==> src/rtl/servo_move_sequencer_if.sv <==
// Requester / observer bundle for the door servo sequencer.
// The master side drives move requests; the slave side is the sequencer.
interface servo_move_sequencer_if #(
  parameter int unsigned PW_W = 20
);
  logic            alarm_req;
  logic [3:0]      alarm_pos;
  logic            alarm_ack;
  logic            key_req;
  logic [3:0]      key_pos;
  logic            key_ack;
  logic            busy;
  logic            done;
  logic            owner;
  logic [PW_W-1:0] pw_cur;
  logic            servo;

  modport master (
    output alarm_req, alarm_pos, key_req, key_pos,
    input  alarm_ack, key_ack, busy, done, owner, pw_cur, servo
  );

  modport slave (
    input  alarm_req, alarm_pos, key_req, key_pos,
    output alarm_ack, key_ack, busy, done, owner, pw_cur, servo
  );
endinterface

==> src/rtl/servo_move_sequencer.sv <==
// Door servo move sequencer: arbitrates alarm (high priority) and keypad
// move requests, slews the pulse width toward the target by a bounded step
// per PWM frame, holds for a settle period, and generates the servo PWM.
module servo_move_sequencer #(
  parameter int unsigned FRAME_CYCLES  = 1_000_000,
  parameter int unsigned PW_MIN        = 20_000,
  parameter int unsigned POS_STEP      = 10_000,
  parameter int unsigned SLEW_STEP     = 2_000,
  parameter int unsigned SETTLE_FRAMES = 25,
  parameter int unsigned PW_W          = 20
) (
  input logic                   clk,
  input logic                   rst,
  servo_move_sequencer_if.slave bus
);

  localparam logic [1:0] StIdle   = 2'd0;
  localparam logic [1:0] StMove   = 2'd1;
  localparam logic [1:0] StSettle = 2'd2;

  localparam logic [PW_W-1:0] FrameLast  = PW_W'(FRAME_CYCLES - 1);
  localparam logic [PW_W-1:0] SlewStep   = PW_W'(SLEW_STEP);
  localparam logic [PW_W-1:0] SettleLast = PW_W'(SETTLE_FRAMES - 1);
  localparam logic [PW_W-1:0] PwMin      = PW_W'(PW_MIN);

  // Index to pulse width; indices above 10 clamp to the 180 degree end stop.
  function automatic logic [PW_W-1:0] pos_to_pw(input logic [3:0] idx);
    logic [3:0] idx_c;
    idx_c = (idx > 4'd10) ? 4'd10 : idx;
    return PW_W'(PW_MIN + POS_STEP * 32'(idx_c));
  endfunction

  logic [1:0]      state_q, state_d;
  logic [PW_W-1:0] frame_cnt_q, frame_cnt_d;
  logic [PW_W-1:0] pw_cur_q, pw_cur_d;
  logic [PW_W-1:0] pw_tgt_q, pw_tgt_d;
  logic [PW_W-1:0] settle_cnt_q, settle_cnt_d;
  logic            owner_q, owner_d;
  logic            alarm_ack_q, alarm_ack_d;
  logic            key_ack_q, key_ack_d;
  logic            done_q, done_d;
  logic            busy_q;
  logic            servo_q, servo_d;

  logic                   boundary;
  logic                   preempt;
  logic signed [PW_W:0]   diff;
  logic        [PW_W:0]   diff_mag;
  logic                   within_step;

  assign boundary = (frame_cnt_q == FrameLast);
  // Only a keypad-owned move can be taken over, and only by the alarm.
  assign preempt  = (state_q != StIdle) && !owner_q && bus.alarm_req;

  // Signed distance to target and whether the final step lands on it.
  always_comb begin
    diff        = $signed({1'b0, pw_tgt_q}) - $signed({1'b0, pw_cur_q});
    diff_mag    = diff[PW_W] ? -diff : diff;
    within_step = (diff_mag <= {1'b0, SlewStep});
  end

  // Next-state: arbitration, preemption, slewing and settle timing.
  always_comb begin
    state_d      = state_q;
    pw_cur_d     = pw_cur_q;
    pw_tgt_d     = pw_tgt_q;
    settle_cnt_d = settle_cnt_q;
    owner_d      = owner_q;
    alarm_ack_d  = 1'b0;
    key_ack_d    = 1'b0;
    done_d       = 1'b0;
    frame_cnt_d  = boundary ? '0 : frame_cnt_q + 1'b1;
    servo_d      = (frame_cnt_q < pw_cur_q);

    if (preempt) begin
      // Any boundary update this cycle is dropped; new target applies next frame.
      pw_tgt_d     = pos_to_pw(bus.alarm_pos);
      owner_d      = 1'b1;
      alarm_ack_d  = 1'b1;
      settle_cnt_d = '0;
      state_d      = StMove;
    end else begin
      case (state_q)
        StIdle: begin
          if (bus.alarm_req) begin
            pw_tgt_d     = pos_to_pw(bus.alarm_pos);
            owner_d      = 1'b1;
            alarm_ack_d  = 1'b1;
            settle_cnt_d = '0;
            state_d      = StMove;
          end else if (bus.key_req) begin
            pw_tgt_d     = pos_to_pw(bus.key_pos);
            owner_d      = 1'b0;
            key_ack_d    = 1'b1;
            settle_cnt_d = '0;
            state_d      = StMove;
          end
        end
        StMove: begin
          if (boundary) begin
            if (within_step) begin
              pw_cur_d     = pw_tgt_q;
              settle_cnt_d = '0;
              state_d      = StSettle;
            end else if (diff[PW_W]) begin
              pw_cur_d = pw_cur_q - SlewStep;
            end else begin
              pw_cur_d = pw_cur_q + SlewStep;
            end
          end
        end
        StSettle: begin
          if (boundary) begin
            if (settle_cnt_q == SettleLast) begin
              done_d  = 1'b1;
              state_d = StIdle;
            end else begin
              settle_cnt_d = settle_cnt_q + 1'b1;
            end
          end
        end
        default: state_d = StIdle;
      endcase
    end
  end

  // State and output registers with synchronous reset.
  always_ff @(posedge clk) begin
    if (rst) begin
      state_q      <= StIdle;
      frame_cnt_q  <= '0;
      pw_cur_q     <= PwMin;
      pw_tgt_q     <= PwMin;
      settle_cnt_q <= '0;
      owner_q      <= 1'b0;
      alarm_ack_q  <= 1'b0;
      key_ack_q    <= 1'b0;
      done_q       <= 1'b0;
      busy_q       <= 1'b0;
      servo_q      <= 1'b0;
    end else begin
      state_q      <= state_d;
      frame_cnt_q  <= frame_cnt_d;
      pw_cur_q     <= pw_cur_d;
      pw_tgt_q     <= pw_tgt_d;
      settle_cnt_q <= settle_cnt_d;
      owner_q      <= owner_d;
      alarm_ack_q  <= alarm_ack_d;
      key_ack_q    <= key_ack_d;
      done_q       <= done_d;
      busy_q       <= (state_d != StIdle);
      servo_q      <= servo_d;
    end
  end

  assign bus.alarm_ack = alarm_ack_q;
  assign bus.key_ack   = key_ack_q;
  assign bus.busy      = busy_q;
  assign bus.done      = done_q;
  assign bus.owner     = owner_q;
  assign bus.pw_cur    = pw_cur_q;
  assign bus.servo     = servo_q;

endmodule

==> src/flat_wrapper.sv <==
// flat-port wrapper written by rule: the top's interface ports become plain ports
module servo_move_sequencer_flat 
#(
  parameter int unsigned FRAME_CYCLES  = 1_000_000,
  parameter int unsigned PW_MIN        = 20_000,
  parameter int unsigned POS_STEP      = 10_000,
  parameter int unsigned SLEW_STEP     = 2_000,
  parameter int unsigned SETTLE_FRAMES = 25,
  parameter int unsigned PW_W          = 20
)
  (clk, rst, bus_alarm_req, bus_alarm_pos, bus_key_req, bus_key_pos, bus_alarm_ack, bus_key_ack, bus_busy, bus_done, bus_owner, bus_pw_cur, bus_servo);
  servo_move_sequencer_if #(.PW_W(PW_W)) bus_i ();
  input logic clk;
  input logic rst;
  input wire logic [$bits(bus_i.alarm_req)-1:0] bus_alarm_req;
  input wire logic [$bits(bus_i.alarm_pos)-1:0] bus_alarm_pos;
  input wire logic [$bits(bus_i.key_req)-1:0] bus_key_req;
  input wire logic [$bits(bus_i.key_pos)-1:0] bus_key_pos;
  output wire logic [$bits(bus_i.alarm_ack)-1:0] bus_alarm_ack;
  output wire logic [$bits(bus_i.key_ack)-1:0] bus_key_ack;
  output wire logic [$bits(bus_i.busy)-1:0] bus_busy;
  output wire logic [$bits(bus_i.done)-1:0] bus_done;
  output wire logic [$bits(bus_i.owner)-1:0] bus_owner;
  output wire logic [$bits(bus_i.pw_cur)-1:0] bus_pw_cur;
  output wire logic [$bits(bus_i.servo)-1:0] bus_servo;
  assign bus_i.alarm_req = bus_alarm_req;
  assign bus_i.alarm_pos = bus_alarm_pos;
  assign bus_i.key_req = bus_key_req;
  assign bus_i.key_pos = bus_key_pos;
  assign bus_alarm_ack = bus_i.alarm_ack;
  assign bus_key_ack = bus_i.key_ack;
  assign bus_busy = bus_i.busy;
  assign bus_done = bus_i.done;
  assign bus_owner = bus_i.owner;
  assign bus_pw_cur = bus_i.pw_cur;
  assign bus_servo = bus_i.servo;
  servo_move_sequencer #(.FRAME_CYCLES(FRAME_CYCLES), .PW_MIN(PW_MIN), .POS_STEP(POS_STEP), .SLEW_STEP(SLEW_STEP), .SETTLE_FRAMES(SETTLE_FRAMES), .PW_W(PW_W)) u_core (.clk(clk), .rst(rst), .bus(bus_i));
endmodule
==> config.mk <==
export PLATFORM = sky130hd
export DESIGN_NAME = servo_move_sequencer_flat
export DESIGN_NICKNAME = d
export VERILOG_FILES = /design/src/rtl/servo_move_sequencer_if.sv /design/src/rtl/servo_move_sequencer.sv /design/src/flat_wrapper.sv
export SDC_FILE = /design/constraint.sdc
export NUM_CORES = 1
export LEC_CHECK = 0
export BUFFER_PORTS_ARGS = -buffer_cell sky130_fd_sc_hd__buf_2
export CAP_MARGIN = 20
export CORE_ASPECT_RATIO = 0.6
export CORE_UTILIZATION = 55
export DETAILED_ROUTE_END_ITERATION = 12
export GPL_TIMING_DRIVEN = 1
export PLACE_DENSITY_LB_ADDON = 0.1
export SYNTH_ARGS = -nofsm -noshare
export SYNTH_HDL_FRONTEND = slang
export SYNTH_SLANG_ARGS = --single-unit
==> constraint.sdc <==
create_clock -name clk -period 5.5 [get_ports clk]
set_clock_uncertainty 0.15 [all_clocks]
set_input_delay 0.55 -clock clk [delete_from_list [all_inputs] [get_ports clk]]
set_output_delay 0.55 -clock clk [all_outputs]
set_load 0.05 [all_outputs]
==> results.toml, run 1 <==
[run_status]
status = "complete, no violations"

[worst_setup_path]
path_common_cell = "or4_1"
cp_top_family = "simple AND/OR/NAND/NOR gates"
r2r_slack_ns = 0.35
reg2reg_depth = 13
cp.required_ns = 5.54
crit_buf_inv = 1
cp_max_fo = 15
critPathArrivalTime_ns = 5.19
critPathCaptureType = "flop"
r2r_end = "u_core.bus.pw_cur[12]$_SDFFE_PP0P_"
r2r_start = "u_core.bus.pw_cur[4]$_SDFFE_PP0P_"
crit_type = "reg2reg"
cp-start-kind = "flop"
crit_chain = "inv_1 -> ha_1 -> o211ai_2 -> a21oi_2 -> or4_4 -> a2111oi_4 -> o2111ai_1 -> or4_1 -> a22oi_1 -> o32ai_1 -> or4_1 -> mux2i_1 -> a211oi_1"
max_stage_delay_ns = 0.86
crit_slowest_cell = "or4_1"

[sta]
finalCritPeriodShare_pct = 93.7
period_needed_ns = 5.15
max_slew_margin_pct = 43.8
setup_viol = 0
hold_viol = 0
fin_tns_setup_ns = 0
tightestPinTransition_ns = 0.843
slew_violations = 0
holdWs_ns = 0.320
rsz0062_at_grt = "false"
fmax_ghz = 0.194

[global_route]
grt_max_degree = 27
overflow = 0
grt_antenna_before_repair = 0
grt_pass1_vias = 5609
track_usage_pct = 27.5
grt_pass1_wl_um = 28000

[hold_path]
min_from = "u_core.frame_cnt_q[0]$_SDFF_PP0_"
hold_path_depth = 1
hold-path-endpoint = "u_core.frame_cnt_q[0]$_SDFF_PP0_"
hp-class = "reg2reg"

[synth]
yosysUniqueCellTypes = 74
synthArstFlopShare_pct = 0
syn_area_per_cell_um2 = 8.01
seq_area_frac_synth_pct = 23.1
synth_top_area_cell = "dfxtp_1"
ys.flop_type = "dfxtp_1"
synth_area_leaders = "dfxtp_1, ha_1, xor2_1, nor2_1, xnor2_1"
synth_top_area_share_pct = 23.1
synthCells = 853
synth_edf_count = 0
synth.cell_area_um2 = 6840
ys_ff_latch = 79
yosysWarnings = 0

[die]
die_h_um = 88.4
io_pins = 38
die_width_um = 146
start_util_pct = 56.5
dieArea_um2 = 12900
rows = 31
core_um2 = 12100

[drt]
ant_nets = 0
dr.pass1.iters = 5
avgRoutedWirePerCell_um = 16.7
routed_via_density = 5.96
routed_wl_um = 17400
drt_iter0_drc = 474
drc = 0
vias = 6177

[finish]
instances_no_fill = 1037
layout-drive-gt1-share_pct = 9.17
nNetsFinal = 959
area_growth_pct = 8.00
fill_cells = 1094
antenna_cells = 0
final_core_utilization_pct = 61.0
final_cell_area_um2 = 7380

[cts]
holdBufCountCts = 0
cts_tree = "done"
path_clk_slew_ns = 0.06
cts-root-buf = "clkbuf_16"
clock-sinks = 79
htree_levels = 3
clockBufferDepth = 2
numCtsBuffers = 9
clk_latency_ns = 0.34
cts_setup_buffers = 0

[placed_design]
place_congestion = 0.888
placed_area_um2 = 7070
place_inst = 1021
dp_hpwl_um = 13600
port_buffers = 33

[pwr]
p_leak_uw = 0.00319
peakVddDrop_mv = 0.198
p_per_area_nw_per_um2 = 313

[job]
max-cap-violations = 0
worst register-to-register path, stage by stage, from the launching register on:
cell and delay [ns]:
dfxtp_1 0.40, inv_1 0.14, ha_1 0.41, o211ai_2 0.28, a21oi_2 0.12, or4_4 0.53
a2111oi_4 0.47, o2111ai_1 0.28, or4_1 0.53, a22oi_1 0.17, o32ai_1 0.21, or4_1 0.86
mux2i_1 0.35, a211oi_1 0.11
cell usage after synthesis, drive strengths merged, types with 4 or more instances:
library cell / count
a22oi: 6
nor2: 99
dfxtp: 79
a2111oi: 4
nand3: 35
or2: 6
a31oi: 8
o21ai: 31
nor4: 10
inv: 46
mux2i: 18
nor3: 22
or3: 11
nand2: 59
o21bai: 6
and2: 8
xor2: 45
nand4: 8
or4: 6
o21a: 12
a21o: 16
nor2b: 9
ha: 77
and3: 18
clkbuf: 27
buf: 10
o211ai: 14
a21oi: 50
xnor2: 30
a211oi: 20
nand2b: 12
what timing repair did:
action	CTS	global route
endpoints found under the setup margin	0	2
gates resized for setup	0	7
endpoints found under the hold margin	0	0
metrics by stage:
step	total power, uW	setup WS, ns
3_5_place_dp	1680	0.239
5_1_grt	2450	0.0421
6_report	2310	0.347
3_3_place_gp	1670	0.331
2_1_floorplan	1480	0.0844
4_1_cts	2290	0.206
layout by cell type (no fill, tap or decap), types with 5 or more instances in the layout:
master,instances
a211oi_1,20
a21oi_1,46
a22oi_1,6
nand2_1,59
nand2b_1,12
and3_1,18
ha_1,77
xor2_1,45
a21o_1,16
xnor2_1,30
clkbuf_16,9
nor3_1,20
nor4_1,9
o211ai_1,13
nor2_1,99
o21bai_1,6
o21ai_0,29
dfxtp_1,79
or3_1,11
buf_2,33
inv_1,45
nand3_1,35
mux2i_1,18
or2_2,5
nand4_1,8
o21a_1,11
nor2b_1,9
a31oi_1,7
and2_1,8
cell type report:
class | count | area (um2) | area share [%]
Multi-Input combinational cell | 694 | 4940 | 66.9
Sequential cell | 79 | 1580 | 21.4
Clock buffer | 11 | 233 | 3.15
Tap cell | 165 | 206 | 2.80
Timing Repair Buffer | 37 | 195 | 2.64
Inverter | 46 | 173 | 2.34
Clock inverter | 5 | 58.8 | 0.796
report_power, final:
part	switching (uW)	internal, uW	leakage (uW)
clock	242	352	0.000136
combinational	659	444	0.00241
sequential	23.6	592	0.000642
metal layers:
layer	global-route usage [%]	wire, um
met5	0	0
met2	43.9	7380
met1	38.7	8750
met4	5.17	196
met3	5.62	1030
kinds of logic (layout without fill, tap and decap cells):
group,after synthesis,count (layout),share of synthesized area (%)
AOI/OAI and AO/OA,203,203,21.1
muxes,21,21,3.13
other,1,4,0.0549
and+or+nand+nor,310,310,22.6
DFF,79,79,23.1
adders and majority gates,81,81,15.1
buffers and inverters,83,99,5.20
xor gates and xnor gates,75,75,9.61
flip-flops by register name (all words and copies together), names as in the netlist:
register	cells
u_core.bus.alarm_ack	1
u_core.bus.busy	1
u_core.bus.done	1
u_core.bus.key_ack	1
u_core.bus.owner	1
u_core.bus.pw_cur	16
u_core.bus.servo	1
u_core.frame_cnt_q	20
u_core.pw_tgt_q	15
u_core.settle_cnt_q	20
u_core.state_q	2
worst max-delay path by stage:
stage | from | end | depth (start not counted)
after CTS | u_core.bus.pw_cur[11]$_SDFFE_PP1P_ | u_core.bus.pw_cur[19]$_SDFFE_PP0P_ | 20
after floorplan | u_core.bus.pw_cur[4]$_SDFFE_PP0P_ | u_core.bus.pw_cur[19]$_SDFFE_PP0P_ | 21
final | u_core.bus.pw_cur[4]$_SDFFE_PP0P_ | u_core.bus.pw_cur[12]$_SDFFE_PP0P_ | 13
after detailed placement | u_core.bus.pw_cur[11]$_SDFFE_PP1P_ | u_core.bus.pw_cur[19]$_SDFFE_PP0P_ | 20
after global routing | u_core.bus.pw_cur[9]$_SDFFE_PP1P_ | u_core.bus.pw_cur[18]$_SDFFE_PP0P_ | 20
after global placement | u_core.bus.pw_cur[9]$_SDFFE_PP1P_ | u_core.bus.pw_cur[19]$_SDFFE_PP0P_ | 20
(Power assumes the default switching activity.)
==> run 2, diff against run 1 <==
Settings changed: CELL_PAD_IN_SITES_DETAIL_PLACEMENT set to 1, CELL_PAD_IN_SITES_GLOBAL_PLACEMENT set to 1, CORE_UTILIZATION 55 to 47.
==> results.toml, run 2 (synthesized netlist as in run 1, its figures left out) <==
[run_status]
status = "complete, no violations"

[hold_path]
hold-path-endpoint = "u_core.frame_cnt_q[0]$_SDFF_PP0_"
hp-class = "reg2reg"
hold_path_depth = 1
min_from = "u_core.frame_cnt_q[0]$_SDFF_PP0_"

[sta]
rsz0062_at_grt = "false"
period_needed_ns = 5.26
setup_viol = 0
tightestPinTransition_ns = 0.870
hold_viol = 0
max_slew_margin_pct = 42.0
fmax_ghz = 0.190
finalCritPeriodShare_pct = 95.7
fin_tns_setup_ns = 0
slew_violations = 0

[global_route]
grt_pass1_wl_um = 32700
grt_max_degree = 27
overflow = 0
grt_pass1_vias = 6488
track_usage_pct = 28.2
grt_antenna_before_repair = 1

[cts]
cts-root-buf = "clkbuf_16"
cts_tree = "done"
clk_latency_ns = 0.34
numCtsBuffers = 9
htree_levels = 3
holdBufCountCts = 0
path_clk_slew_ns = 0.06
clock-sinks = 79
clockBufferDepth = 2

[drt]
drc = 0
drt_iter0_drc = 339
ant_nets = 0
avgRoutedWirePerCell_um = 19.4
vias = 6363
routed_wl_um = 20700
dr.pass1.iters = 4
routed_via_density = 5.96

[worst_setup_path]
r2r_start = "u_core.bus.pw_cur[11]$_SDFFE_PP1P_"
r2r_end = "u_core.bus.pw_cur[19]$_SDFFE_PP0P_"
cp.required_ns = 5.63
reg2reg_depth = 19
cp-start-kind = "flop"
crit_type = "reg2reg"
critPathCaptureType = "flop"
critPathArrivalTime_ns = 5.40
cp_max_fo = 13
r2r_slack_ns = 0.24

[finish]
layout.cells.most_common = "nor2_1"
instances_no_fill = 1067
antenna_cells = 0
layout-drive-gt1-share_pct = 10.4
final_cell_area_um2 = 7450
mostFrequentLayoutCells = "nor2_1, dfxtp_1, ha_1"
fill_cells = 1726
nNetsFinal = 962
area_growth_pct = 9.04

[placed_design]
dp_hpwl_um = 16200
port_buffers = 33
place_congestion = 0.902
place_inst = 1049
placed_area_um2 = 7110

[pwr]
peakVddDrop_mv = 0.154
power.switching_uw = 991
pwr-share-comb_pct = 49.6
p_per_area_nw_per_um2 = 317
p_leak_uw = 0.00320
p_clk_share_pct = 24.4
switching_share_pct = 41.9
p_int_uw = 1370
power_frac_seq_pct = 26.0

[die]
io_pins = 38
die_h_um = 95.4
die_width_um = 158
core_um2 = 13900
dieArea_um2 = 15000
start_util_pct = 49.1
rows = 33

[job]
max-cap-violations = 0
run 2: metal layers:
metal | GRT usage (%) | wire length (um) | share of wire [%] | vias up
li1 | - | - | - | 3084
met1 | 38.0 | 10200 | 49 | 3137
met5 | 0 | 0 | 0 | -
met3 | 4.68 | 723 | 3.5 | 25
met4 | 7.28 | 292 | 1.4 | 0
met2 | 46.8 | 9440 | 46 | 117
run 2: worst max path at each step:
stage                                       startpoint                                 end  slack [ns]  depth (start not counted)
CTS                 u_core.bus.pw_cur[11]$_SDFFE_PP1P_  u_core.bus.pw_cur[19]$_SDFFE_PP0P_       0.006                         20
global route        u_core.bus.pw_cur[11]$_SDFFE_PP1P_  u_core.bus.pw_cur[19]$_SDFFE_PP0P_       0.005                         19
floorplan            u_core.bus.pw_cur[4]$_SDFFE_PP0P_  u_core.bus.pw_cur[19]$_SDFFE_PP0P_        0.08                         21
detailed placement  u_core.bus.pw_cur[11]$_SDFFE_PP1P_  u_core.bus.pw_cur[19]$_SDFFE_PP0P_        0.04                         20
finish              u_core.bus.pw_cur[11]$_SDFFE_PP1P_  u_core.bus.pw_cur[19]$_SDFFE_PP0P_        0.24                         19
global placement    u_core.bus.pw_cur[11]$_SDFFE_PP1P_  u_core.bus.pw_cur[19]$_SDFFE_PP0P_        0.29                         20
run 2: power by group through the flow:
stage | combinational [uW] | clock [uW] | sequential [uW]
finish | 1170 | 576 | 614
global route | 1280 | 609 | 614
CTS | 1120 | 585 | 613
detailed placement | 1110 | 0 | 625
global placement | 1060 | 0 | 624
floorplan | 855 | 0 | 624
run 2: area by class of cell:
| cell class | instances | area (um2) | area share, % |
|---|---|---|---|
| sequential | 79 | 1580 | 21.2 |
| multi-input combinational | 694 | 4960 | 66.5 |
| tap | 192 | 240 | 3.22 |
| clock inverter | 5 | 40.0 | 0.537 |
| inverter | 46 | 176 | 2.37 |
| clock buffer | 11 | 243 | 3.26 |
| timing repair buffer | 40 | 218 | 2.92 |
run 2: through the flow:
step | worst slack (ns) | util, % | hold slack [ns] | total power (uW)
after floorplan | 0.0844 | - | 0.276 | 1480
after global placement | 0.290 | 51.1 | 0.293 | 1680
after detailed placement | 0.0429 | 51.1 | 0.329 | 1730
after CTS | 0.00627 | 53.1 | 0.339 | 2320
after global routing | 0.00486 | 53.6 | 0.361 | 2500
final | 0.238 | 53.6 | 0.334 | 2360
run 2: repair_timing:
item / in CTS / in global routing
resized for setup: 0 / 13
setup buffers: 0 / 2
endpoints found under the setup margin: 0 / 4
run 2: worst max-delay path, stage by stage (launching register included):
cell and delay [ns]:
dfxtp_1 0.38, inv_1 0.08, ha_1 0.37, a21oi_2 0.25, nor2_1 0.14, or4_4 0.44
o21a_4 0.23, o31a_1 0.29, buf_4 0.24, ha_1 0.35, a21o_1 0.20, a21oi_1 0.25
o21ai_0 0.19, a41oi_1 0.29, a21oi_1 0.15, a31oi_1 0.23, o21ai_0 0.20, or3_1 0.36
a211oi_1 0.23, o21a_1 0.16
